**config.mk**
```make
export PLATFORM = sky130hd
export DESIGN_NAME = axi_wr_sram_slave
export DESIGN_NICKNAME = d
export VERILOG_FILES = /design/src/rtl/axi_pkg.sv /design/src/rtl/axi_burst_addr.sv /design/src/rtl/axi_wr_sram_slave.sv
export SDC_FILE = /design/constraint.sdc
export NUM_CORES = 1
export LEC_CHECK = 0
export ABC_AREA = 1
export ABC_CLOCK_PERIOD_IN_PS = 6500
export CAP_MARGIN = 0
export CORE_ASPECT_RATIO = 1.5
export CORE_MARGIN = 2
export CORE_UTILIZATION = 56
export DETAILED_ROUTE_END_ITERATION = 10
export PLACE_DENSITY = 0.88
export SYNTH_ARGS = -nofsm -noshare
export SYNTH_HDL_FRONTEND = slang
export SYNTH_SLANG_ARGS = --single-unit
```
**constraint.sdc**
```tcl
create_clock -name clk -period 6.5 [get_ports clk]
set_input_delay 0.65 -clock clk [delete_from_list [all_inputs] [get_ports clk]]
set_output_delay 0.65 -clock clk [all_outputs]
set_load 0.05 [all_outputs]
```
**src/rtl/axi_pkg.sv**
```systemverilog
// Shared AXI encodings and FSM state for the SRAM-side write (and later read) responders.
// Lane-address width is derived from the byte-strobe width of the data bus.
package axi_pkg;

   typedef enum logic [1:0] {
      BURST_FIXED = 2'b00,
      BURST_INCR  = 2'b01,
      BURST_WRAP  = 2'b10
   } burst_e;

   typedef enum logic [1:0] {
      RESP_OKAY   = 2'b00,
      RESP_SLVERR = 2'b10
   } resp_e;

   typedef enum logic [1:0] {
      ST_IDLE,
      ST_DATA,
      ST_RESP
   } state_e;

   localparam int DEF_STRB_WIDTH = 4;
   localparam int DEF_LANE_W     = $clog2(DEF_STRB_WIDTH);

   function automatic int lane_width(input int strb_width);
      return $clog2(strb_width);
   endfunction

endpackage

```
**src/rtl/axi_burst_addr.sv**
```systemverilog
// Combinational AXI next-beat address for FIXED/INCR/WRAP bursts.
// Arithmetic is ADDR_WIDTH wide and wraps modulo 2^ADDR_WIDTH.
module axi_burst_addr
   import axi_pkg::*;
#(
   parameter int ADDR_WIDTH = 32
) (
   input  logic [ADDR_WIDTH-1:0] i_addr,
   input  logic [2:0]            i_size,
   input  logic [7:0]            i_len,
   input  logic [1:0]            i_burst,
   output logic [ADDR_WIDTH-1:0] o_next_addr
);

   localparam logic [ADDR_WIDTH-1:0] ONE = ADDR_WIDTH'(1);

   logic [ADDR_WIDTH-1:0] w_step;
   logic [ADDR_WIDTH-1:0] w_bound;
   logic [ADDR_WIDTH-1:0] w_incr;
   logic [ADDR_WIDTH-1:0] w_wrap;

   assign w_step  = ONE << i_size;
   assign w_bound = (ADDR_WIDTH'(i_len) + ONE) << i_size;
   assign w_incr  = (i_addr & ~(w_step - ONE)) + w_step;
   // Upper bits stay pinned to the wrap window; only the offset inside it advances.
   assign w_wrap  = (i_addr & ~(w_bound - ONE)) | ((i_addr + w_step) & (w_bound - ONE));

   always_comb begin
      o_next_addr = i_addr;
      case (i_burst)
         BURST_INCR: o_next_addr = w_incr;
         BURST_WRAP: o_next_addr = w_wrap;
         default:    o_next_addr = i_addr;
      endcase
   end

endmodule

```
**src/rtl/axi_wr_sram_slave.sv**
```systemverilog
// AXI4 write responder (one burst in flight) driving a registered one-cycle SRAM write port.
// Beats are consumed even when the burst is in error; only the SRAM strobe is suppressed.
module axi_wr_sram_slave
   import axi_pkg::*;
#(
   parameter int DATA_WIDTH     = 32,
   parameter int ADDR_WIDTH     = 32,
   parameter int STRB_WIDTH     = DATA_WIDTH / 8,
   parameter int ID_WIDTH       = 4,
   parameter int MEM_ADDR_WIDTH = 16
) (
   input  logic                      clk,
   input  logic                      rst_n,
   input  logic [ID_WIDTH-1:0]       s_axi_awid,
   input  logic [ADDR_WIDTH-1:0]     s_axi_awaddr,
   input  logic [7:0]                s_axi_awlen,
   input  logic [2:0]                s_axi_awsize,
   input  logic [1:0]                s_axi_awburst,
   input  logic [2:0]                s_axi_awprot,
   input  logic                      s_axi_awvalid,
   output logic                      s_axi_awready,
   input  logic [DATA_WIDTH-1:0]     s_axi_wdata,
   input  logic [STRB_WIDTH-1:0]     s_axi_wstrb,
   input  logic                      s_axi_wlast,
   input  logic                      s_axi_wvalid,
   output logic                      s_axi_wready,
   output logic [ID_WIDTH-1:0]       s_axi_bid,
   output logic [1:0]                s_axi_bresp,
   output logic                      s_axi_bvalid,
   input  logic                      s_axi_bready,
   output logic                      mem_we,
   output logic [MEM_ADDR_WIDTH-1:0] mem_addr,
   output logic [DATA_WIDTH-1:0]     mem_wdata,
   output logic [STRB_WIDTH-1:0]     mem_wstrb
);

   localparam int LANE_BITS = lane_width(STRB_WIDTH);

   state_e                r_state;
   state_e                w_next_state;
   logic [ID_WIDTH-1:0]   r_id;
   logic [ADDR_WIDTH-1:0] r_addr;
   logic [7:0]            r_len;
   logic [7:0]            r_cnt;
   logic [2:0]            r_size;
   logic [1:0]            r_burst;
   logic                  r_err;

   logic                  w_aw_fire;
   logic                  w_w_fire;
   logic                  w_aw_err;
   logic                  w_wlast_bad;
   logic [ADDR_WIDTH-1:0] w_next_addr;
   logic                  w_unused_ok;

   assign w_unused_ok = ^s_axi_awprot;

   assign w_aw_fire   = s_axi_awvalid & s_axi_awready;
   assign w_w_fire    = s_axi_wvalid & s_axi_wready;
   assign w_wlast_bad = s_axi_wlast ^ (r_cnt == 8'd0);
   assign w_aw_err    = (s_axi_awsize > 3'(LANE_BITS))
                      | (s_axi_awburst == 2'b11)
                      | ((s_axi_awburst == BURST_WRAP) && !(s_axi_awlen inside {8'd1, 8'd3, 8'd7, 8'd15}));

   assign s_axi_bid   = r_id;
   assign s_axi_bresp = r_err ? RESP_SLVERR : RESP_OKAY;

   axi_burst_addr #(
      .ADDR_WIDTH (ADDR_WIDTH)
   ) u_burst_addr (
      .i_addr      (r_addr),
      .i_size      (r_size),
      .i_len       (r_len),
      .i_burst     (r_burst),
      .o_next_addr (w_next_addr)
   );

   always_ff @(posedge clk or negedge rst_n) begin
      if (!rst_n) begin
         r_state <= ST_IDLE;
      end else begin
         r_state <= w_next_state;
      end
   end

   always_comb begin
      w_next_state  = r_state;
      s_axi_awready = 1'b0;
      s_axi_wready  = 1'b0;
      s_axi_bvalid  = 1'b0;
      case (r_state)
         ST_IDLE: begin
            s_axi_awready = 1'b1;
            if (s_axi_awvalid) w_next_state = ST_DATA;
         end
         ST_DATA: begin
            s_axi_wready = 1'b1;
            // The beat counter alone ends the burst; wlast only feeds the error flag.
            if (s_axi_wvalid && (r_cnt == 8'd0)) w_next_state = ST_RESP;
         end
         ST_RESP: begin
            s_axi_bvalid = 1'b1;
            if (s_axi_bready) w_next_state = ST_IDLE;
         end
         default: w_next_state = ST_IDLE;
      endcase
   end

   always_ff @(posedge clk or negedge rst_n) begin
      if (!rst_n) begin
         r_id    <= '0;
         r_addr  <= '0;
         r_len   <= '0;
         r_cnt   <= '0;
         r_size  <= '0;
         r_burst <= '0;
         r_err   <= 1'b0;
      end else if (w_aw_fire) begin
         r_id    <= s_axi_awid;
         r_addr  <= s_axi_awaddr;
         r_len   <= s_axi_awlen;
         r_cnt   <= s_axi_awlen;
         r_size  <= s_axi_awsize;
         r_burst <= s_axi_awburst;
         r_err   <= w_aw_err;
      end else if (w_w_fire) begin
         r_addr  <= w_next_addr;
         r_cnt   <= r_cnt - 8'd1;
         if (w_wlast_bad) r_err <= 1'b1;
      end
   end

   always_ff @(posedge clk or negedge rst_n) begin
      if (!rst_n) begin
         mem_we    <= 1'b0;
         mem_addr  <= '0;
         mem_wdata <= '0;
         mem_wstrb <= '0;
      end else begin
         mem_we <= w_w_fire & ~r_err;
         if (w_w_fire && !r_err) begin
            mem_addr  <= r_addr[LANE_BITS +: MEM_ADDR_WIDTH];
            mem_wdata <= s_axi_wdata;
            mem_wstrb <= s_axi_wstrb;
         end
      end
   end

endmodule
```
# After elaboration in Yosys (flattened, before gate mapping)
# Index checks and enable logic that the tools add are counted.
# Widths: inputs -> output; s select.
[word_totals] register_bits=113 out_inout_bits=62 word_cells=77
[op_classes] addsub=6 order_cmp=1 n_eq_ne=13 shifts=2 n_mux=16 bitwise=13 reduce_logical=14
[ops] op="$and 32x32->32" count=3
[ops] op="$add 32x32->32" count=2
[ops] op="$mux 32" count=2
[ops] op="$not 32->32" count=2
[ops] op="$pmux 32 s2" count=1
[ops] op="$sub 32x1->32 const B" count=2
[ops] op="$or 32x32->32" count=1
[ops] op="$shl 1x3->32 const A" count=1
[ops] op="$shl 32x3->32" count=1
[ops] op="$mux 8" count=2
[ops] op="$add 8x1->9 const B" count=1
[ops] op="$eq 2x2->1 const B" count=4
[ops] op="$eq 8x1->1 const B" count=1
[ops] op="$eq 8x2->1 const B" count=1
[ops] op="$eq 8x3->1 const B" count=1
[ops] op="$eq 8x4->1 const B" count=1
[ops] op="$logic_not 8->1" count=1
[ops] op="$mux 2" count=4
[ops] op="$sub 8x1->8 const B" count=1
[ops] op="$mux 1" count=6
[ops] op="$ne 2x2->1 const B" count=3
[ops] op="$pmux 2 s3" count=1
[ops] op="$eq 2x1->1 const B" count=2
[ops] op="$reduce_and 2->1" count=2
[ops] op="12 further kinds" count=19

# Longest topological paths before layout
# Gate-level depths: netlist (run 1).
[logic_depth] ltp_word=9 mapped_depth=22 mapped_depth_nobuf=21

# Hierarchy
# Synthesis (run 1) repeated with hierarchy kept, for this count alone.
[hier_totals] hier_cells=1426 area_unflattened_um2=9072.5
[by_module_without_submodules] mod="axi_wr_sram_slave" n_inst=1 cells_each=549 area_each_um2=4767.1
[by_module_without_submodules] mod="axi_burst_addr" n_inst=1 cells_each=877 area_each_um2=4305.4

# Worst setup path before layout (run 1)
# Ideal clock, no wire load.
[synth_timing] path_kind="reg-to-reg" startpoint="reg r_size[2]" endpoint="reg with a tool-made name" arrival_ps=2840 required_ps=6435 setup_slack_ps=3596 stages_incl_launch_ff=22 path_buffers=1 period_less_slack_ps=2904 path_cell_list="dfrtp_1 buf_6 inv_6 nand2_4 nor2_2 ha_1 inv_1 fa_1 inv_1 nand3_1 nand2_1 nand2_1 nand2_1 a21oi_1 o21ai_0 nand2_1 nor2_1 xor2_1 nand3_1 o21ai_1 nand2_1 nand2_1"
[synth_rtl] element="start: declaration" line="axi_wr_sram_slave.sv:45" source="logic [2:0] r_size;"
[synth_rtl] element="start signal: assignment" line="axi_wr_sram_slave.sv:123" source="r_size <= s_axi_awsize;"

==> results_dict.tcl, run 1 <==
set metrics [dict create \
    outcome "finished, final reports clean" \
    cts_sinks 99 \
    start_util_pct 57.5 \
    min_path_type "in -> async" \
    ir_drop_uv 254 \
    drc 0 \
    arrival_ns 4.28 \
    avgSynthCellArea_um2 6.85 \
    cts-resized-gates 0 \
    grt_pass1_vias 6848 \
    final_layout_size_suffix_gt1_share_pct 7.79 \
    r2r_slack_ns 2.50 \
    postRouteAntennaNets 0 \
    period_share_pct 61.5 \
    critPathMaxFanout 19 \
    p_switching_mw 2.51 \
    wl_um 18500 \
    firstDrtPassIters 7 \
    dp_hpwl_um 13900 \
    dp.cells 1267 \
    area_delta_synth_final_pct 24.7 \
    vias_per_cell 5.51 \
    ys_types 50 \
    htreeDepth 3 \
    wl_per_cell_um 14.4 \
    finalClockSkew_ns 0.00568 \
    path_clk_slew_ns 0.07 \
    required_ns 6.79 \
    worstSetupEndpointType "flip-flop" \
    ios 156 \
    internal_power_mw 2.15 \
    yosysSeqAreaShare_pct 35.9 \
    globalRouteOverflowTotal 0 \
    syn_inst 1008 \
    async_reset_ff_share_pct 100 \
    p_sw_share_pct 53.8 \
    grt_max_degree 66 \
    cts.path.max_buffers 2 \
    grt_use_total_pct 28.7 \
    critPathLaunchType "flip-flop" \
    tritoncts "built" \
    power.density_mw_per_mm2 542 \
    clockRootBuffer "clkbuf_16" \
    worstSetupPathType "reg -> reg" \
    critPathLaunch "r_size[2]" \
    antenna_cells 0 \
    tns_ns 0 \
    tightest_slew_ns 1.15 \
    hold_buffers 0 \
    clock_latency_ns 0.35 \
    io_buffers 137 \
    rsz0062_at_grt "no" \
    relSlewSlack_pct 23.0 \
    synth_area_mm2 0.00690 \
    ys_warn_count 0 \
    p_comb_share_pct 64.5 \
    layout_common_cells "367 x nand2_1, 136 x clkdlybuf4s50_1, 99 x dfrtp_1" \
    synth_seq_cells 99 \
    finalSetupViolCount 0 \
    drv_slew 0 \
    r2r-start "r_size[2]" \
    die_w_um 94.7 \
    cts_setup_buffers 0 \
    pwr-share-seq_pct 24.2 \
    core_area_mm2 0.0120 \
    final_common_cell "nand2_1" \
    max_cap_violations 0 \
    cts_buffers 9 \
    rows 49 \
    stdcell_count 1282 \
    finalNetCount 1237 \
    synth_edf_count 0 \
    ff2ff_path_depth 20 \
    antenna_found_initial 0 \
    p_leak_nw 4.14 \
    fmax_mhz 250 \
    synth_fp_nets 1120 \
    drtIter0Drc 596 \
    place_congestion 0.981 \
    finalHoldViolCount 0 \
    die-area_mm2 0.0133 \
    synth-main-ff-cell "dfrtp_1" \
    fp.dieH_um 140 \
    vias 7064 \
    p_clk_share_pct 11.4 \
    grt_pass1_wl_um 30700 \
    period_needed_ns 4.00 \
]
-- power by group through the flow --
| stage | combinational, mW | clock [mW] | sequential [mW] |
|---|---|---|---|
| floorplan | 1.78 | 0 | 1.56 |
| global placement | 2.91 | 0 | 1.12 |
| detailed placement | 2.98 | 0 | 1.13 |
| CTS | 2.99 | 0.539 | 1.12 |
| global route | 3.31 | 0.563 | 1.16 |
| finish | 3.01 | 0.531 | 1.13 |
-- critical path, cell delays in order (launching register included) --
cell and delay, ns:
dfrtp_1 0.68, inv_6 0.33, nand2_4 0.09, nor2_2 0.21, ha_1 0.35, inv_1 0.09
fa_1 0.36, inv_1 0.11, nand3_1 0.10, nand2_1 0.08, nand2_1 0.06, nand2_1 0.07
a21oi_1 0.09, o21ai_0 0.46, nand2_1 0.20, nor2_1 0.15, xor2_1 0.18, nand3_1 0.11
o21ai_1 0.09, nand2_1 0.06, nand2_1 0.06
-- stage by stage --
| step | power, mW | worst slack, ns | util [%] | instance area [um^2] | hold slack, ns |
|---|---|---|---|---|---|
| 2_1_floorplan | 3.34 | 3.60 | - | 6900 | 0.354 |
| 3_3_place_gp | 4.03 | 2.74 | 69.2 | 8320 | 0.452 |
| 3_5_place_dp | 4.11 | 2.65 | 69.2 | 8320 | 0.458 |
| 4_1_cts | 4.65 | 2.65 | 71.6 | 8610 | 0.313 |
| 5_1_grt | 5.04 | 2.19 | 71.6 | 8610 | 0.342 |
| 6_report | 4.67 | 2.50 | 71.6 | 8610 | 0.297 |
-- synthesized netlist by cell type (all sizes together), types with 2 or more instances --
master     n  area share, %
a2111oi    2           0.25
a21boi     2           0.22
a21oi     38            2.8
a31oi      2           0.18
buf       16            1.6
clkbuf    19            1.0
dfrtp     99             36
ha        17            3.1
inv       98            5.4
nand2    384             22
nand3     91            8.2
nand3b     2           0.22
nand4      9           0.82
nor2      93            6.1
nor3      15            1.5
nor4       2           0.18
o211ai    11            1.2
o21a       2           0.22
o21ai     75            5.7
o221ai     3           0.38
o22ai      2           0.18
or2        3           0.31
xnor2      5           0.63
xor2      11            1.4
-- metal layers --
layer	vias up	track usage [%]	part of all wire, %
li1	3473	-	-
met5	-	0	0
met2	315	50.6	49
met1	3209	32.3	38
met4	0	15.7	4.6
met3	67	4.63	7.6
-- worst min-delay path by stage --
| stage | startpoint | slack, ns | endpoint |
|---|---|---|---|
| final | rst_n | 0.30 | mem_wstrb[0] |
| after global routing | rst_n | 0.34 | mem_wstrb[0] |
| after detailed placement | mem_wdata[22] | 0.46 | mem_wdata[22] |
| after CTS | rst_n | 0.31 | mem_wstrb[0] |
| after floorplan | rst_n | 0.35 | asynchronous set/reset pin |
| after global placement | mem_wdata[12] | 0.45 | mem_wdata[12] |
-- kinds of logic after synthesis --
| group | count (synthesis) | synth area share (%) |
|---|---|---|
| AO/OA/AOI/OAI | 142 | 11.6 |
| XOR/XNOR | 16 | 2.03 |
| adder cells (fa/ha/maj) | 18 | 3.37 |
| buffers and inverters | 133 | 8.10 |
| flip-flops | 99 | 35.9 |
| other | 1 | 0.0543 |
| AND/OR/NAND/NOR | 599 | 38.9 |
-- cell type report --
type	count	area [um^2]
clock buffer	10	229
clock inverter	5	62.6
fill	1008	3410
inverter	98	375
multi-input combinational	776	3870
sequential	99	2480
tap	153	191
timing repair buffer	141	1400
(Power assumes the default switching activity.)
==> run 2, diff against run 1 <==
--- a/config.mk
+++ b/config.mk
@@ -6,13 +6,13 @@
 export NUM_CORES = 1
 export LEC_CHECK = 0
 export ABC_AREA = 1
-export ABC_CLOCK_PERIOD_IN_PS = 6500
+export ABC_CLOCK_PERIOD_IN_PS = 3350
 export CAP_MARGIN = 0
 export CORE_ASPECT_RATIO = 1.5
 export CORE_MARGIN = 2
-export CORE_UTILIZATION = 56
+export CORE_UTILIZATION = 47
 export DETAILED_ROUTE_END_ITERATION = 10
-export PLACE_DENSITY = 0.88
+export PLACE_DENSITY = 0.78
 export SYNTH_ARGS = -nofsm -noshare
 export SYNTH_HDL_FRONTEND = slang
 export SYNTH_SLANG_ARGS = --single-unit
==> constraint.sdc (replaced) <==
create_clock -name clk -period 3.35 [get_ports clk]
set_input_delay 0.335 -clock clk [delete_from_list [all_inputs] [get_ports clk]]
set_output_delay 0.335 -clock clk [all_outputs]
set_load 0.05 [all_outputs]
==> run 2 against run 1 <==
Compared with the run above:
- the run now ends with hold timing left
- clock power grew 110%
- flip-flop and latch count did not move
- utilization fell by 11 points
- first-iteration DRC count fell by 40%
- clock skew increased by 0.0062 ns
- sequential share of layout area is 0.63 points lower
- die area increased by 18%
- setup slack got worse by 2.2 ns
- hold slack got worse by 0.31 ns
- global-route usage decreased by 5.0 points
- fmax grew 33%
- largest cell class unchanged
==> results_dict.tcl, run 2 (synthesized netlist as in run 1, its figures left out) <==
set metrics [dict create \
    relSlewSlack_pct 58.0 \
    fp.dieH_um 152 \
    period_share_pct 89.8 \
    clock_latency_ns 0.36 \
    cts.path.max_buffers 2 \
    cpMostUsedCell "nand2_1" \
    p_total_mw 9.20 \
    firstDrtPassIters 5 \
    grt_max_degree 100 \
    cts_sinks 99 \
    finalNetCount 1251 \
    critPathTopFamily "simple AND/OR/NAND/NOR gates" \
    tightest_slew_ns 0.614 \
    crit_chain "inv_4 > nand2_4 > nor2_2 > ha_1 > inv_1 > fa_1 > inv_1 > nand3_1 > nand2_1 > nand2_1 > nand2_1 > a21oi_1 > o21ai_1 > buf_4 > nand2_1 > o21ai_0 > a21oi_1 > nand3b_1 > nand2_1 > nand2_1 > nand2_1" \
    stdcell_count 1340 \
    io_buffers 137 \
    min_path_type "in -> async" \
    fin_util_pct 60.9 \
    wl_um 18400 \
    worstSetupEndpointType "flip-flop" \
    layout_common_cells "367 x nand2_1, 136 x clkdlybuf4s50_1, 99 x dfrtp_1" \
    grt_pass1_vias 6546 \
    place_congestion 0.960 \
    dp_hpwl_um 14000 \
    final_area_mm2 0.00880 \
    arrival_ns 3.27 \
    wl_per_cell_um 13.7 \
    cp.depth 21 \
    tritoncts "built" \
    vias_per_cell 5.20 \
    start_util_pct 47.8 \
    tns_ns 0 \
    critPathMaxFanout 15 \
    critPathLaunchType "flip-flop" \
    finalHoldViolCount 4 \
    vias 6973 \
    cts_buffers 9 \
    max_cap_violations 0 \
    globalRouteOverflowTotal 0 \
    grt_pass1_wl_um 30100 \
    ios 156 \
    crit_path_max_incr_delay_ns 0.49 \
    fmax_mhz 332 \
    period_needed_ns 3.01 \
    final_layout_size_suffix_gt1_share_pct 9.00 \
    slowest_stage "dfrtp_1" \
    finalSetupViolCount 0 \
    worstSetupPathType "reg -> reg" \
    dp.cells 1324 \
    die_w_um 103 \
    area_delta_synth_final_pct 27.5 \
    ir_drop_uv 475 \
    drtIter0Drc 356 \
    dpl_cell_area_mm2 0.00848 \
    finalClockSkew_ns 0.0118 \
    p_leak_nw 4.23 \
    required_ns 3.61 \
    path_clk_slew_ns 0.08 \
    failed_checks "hold timing" \
    drv_slew 0 \
    drc 0 \
    fin_hold_ws_ns -0.0137 \
    outcome "complete, but fails checks" \
    rsz0062_at_grt "no" \
    postRouteAntennaNets 0 \
    clockRootBuffer "clkbuf_16" \
    antenna_found_initial 0 \
    power.density_mw_per_mm2 1050 \
    rows 54 \
    crit_buf_inv 4 \
    final_common_cell "nand2_1" \
    htreeDepth 3 \
    die-area_mm2 0.0157 \
    grt_use_total_pct 23.7 \
    ff2ff_path_depth 21 \
    antenna_cells 0 \
    core_area_mm2 0.0145 \
]
[run 2: changes by cell type in the layout (fill, tap and decap cells not counted)]
cell,delta
inv_8,+4
a21oi_1,+1
clkinv_4,-1
buf_12,+1
buf_4,+13
clkbuf_1,-1
a21oi_2,-1
inv_6,-1
o21ai_0,-1
o21ai_1,+1
[run 2: metal layers]
| layer | vias up | global-route usage (%) | wire length, um |
|---|---|---|---|
| met5 | - | 0 | 0 |
| met4 | 0 | 9.34 | 656 |
| met3 | 45 | 4.13 | 1170 |
| met2 | 238 | 41.5 | 9130 |
| met1 | 3192 | 28.1 | 7420 |
| li1 | 3498 | - | - |
[run 2: path summary, 6_finish.rpt]
kind	from	end	slack, ns
worst min register to register	mem_wdata[12]	mem_wdata[12]	0.47
worst min-delay path	rst_n	mem_wdata[29]	-0.01
worst max-delay path	r_size[1]	flip-flop	0.34
min in group clk	mem_wdata[12]	mem_wdata[12]	0.47
worst max register to register	r_size[1]	flip-flop	0.34
max in group asynchronous	rst_n	r_len[3]	2.88
[run 2: worst register-to-register path, delay by kind of cell, from the launching register on]
family	cells	cell delay [ns]
adders and majority gates	2	0.54
and+or+nand+nor	11	0.83
DFF	1	0.49
AOI/OAI and AO/OA	4	0.51
buffers and inverters	4	0.55
[run 2: final cells by class]
class,count,area [um^2]
inverter,98,375
timing repair buffer,155,1520
tap,196,245
clock inverter,7,90.1
fill,1370,5660
sequential,99,2480
clock buffer,9,225
multi-input combinational,776,3870
[run 2: timing repair]
| item | CTS | global route |
|---|---|---|
| buffers inserted | 0 | 0 |
| hold buffers | 0 | 0 |
| gates resized for setup | 0 | 1 |
| endpoints found under the setup margin | 0 | 4 |
[run 2: report_power, final]
| part | switching (mW) | internal, mW |
|---|---|---|
| Combinational | 4.00 | 1.98 |
| Sequential | 0.396 | 1.71 |
| Clock | 0.520 | 0.601 |
[run 2: stage by stage]
step                      worst slack [ns]  hold WS (ns)
final                                0.340       -0.0137
after floorplan                      0.446        0.0394
after global routing                0.0491        0.0848
after detailed placement             0.281         0.439
after global placement               0.329         0.440
after CTS                            0.271        0.0561
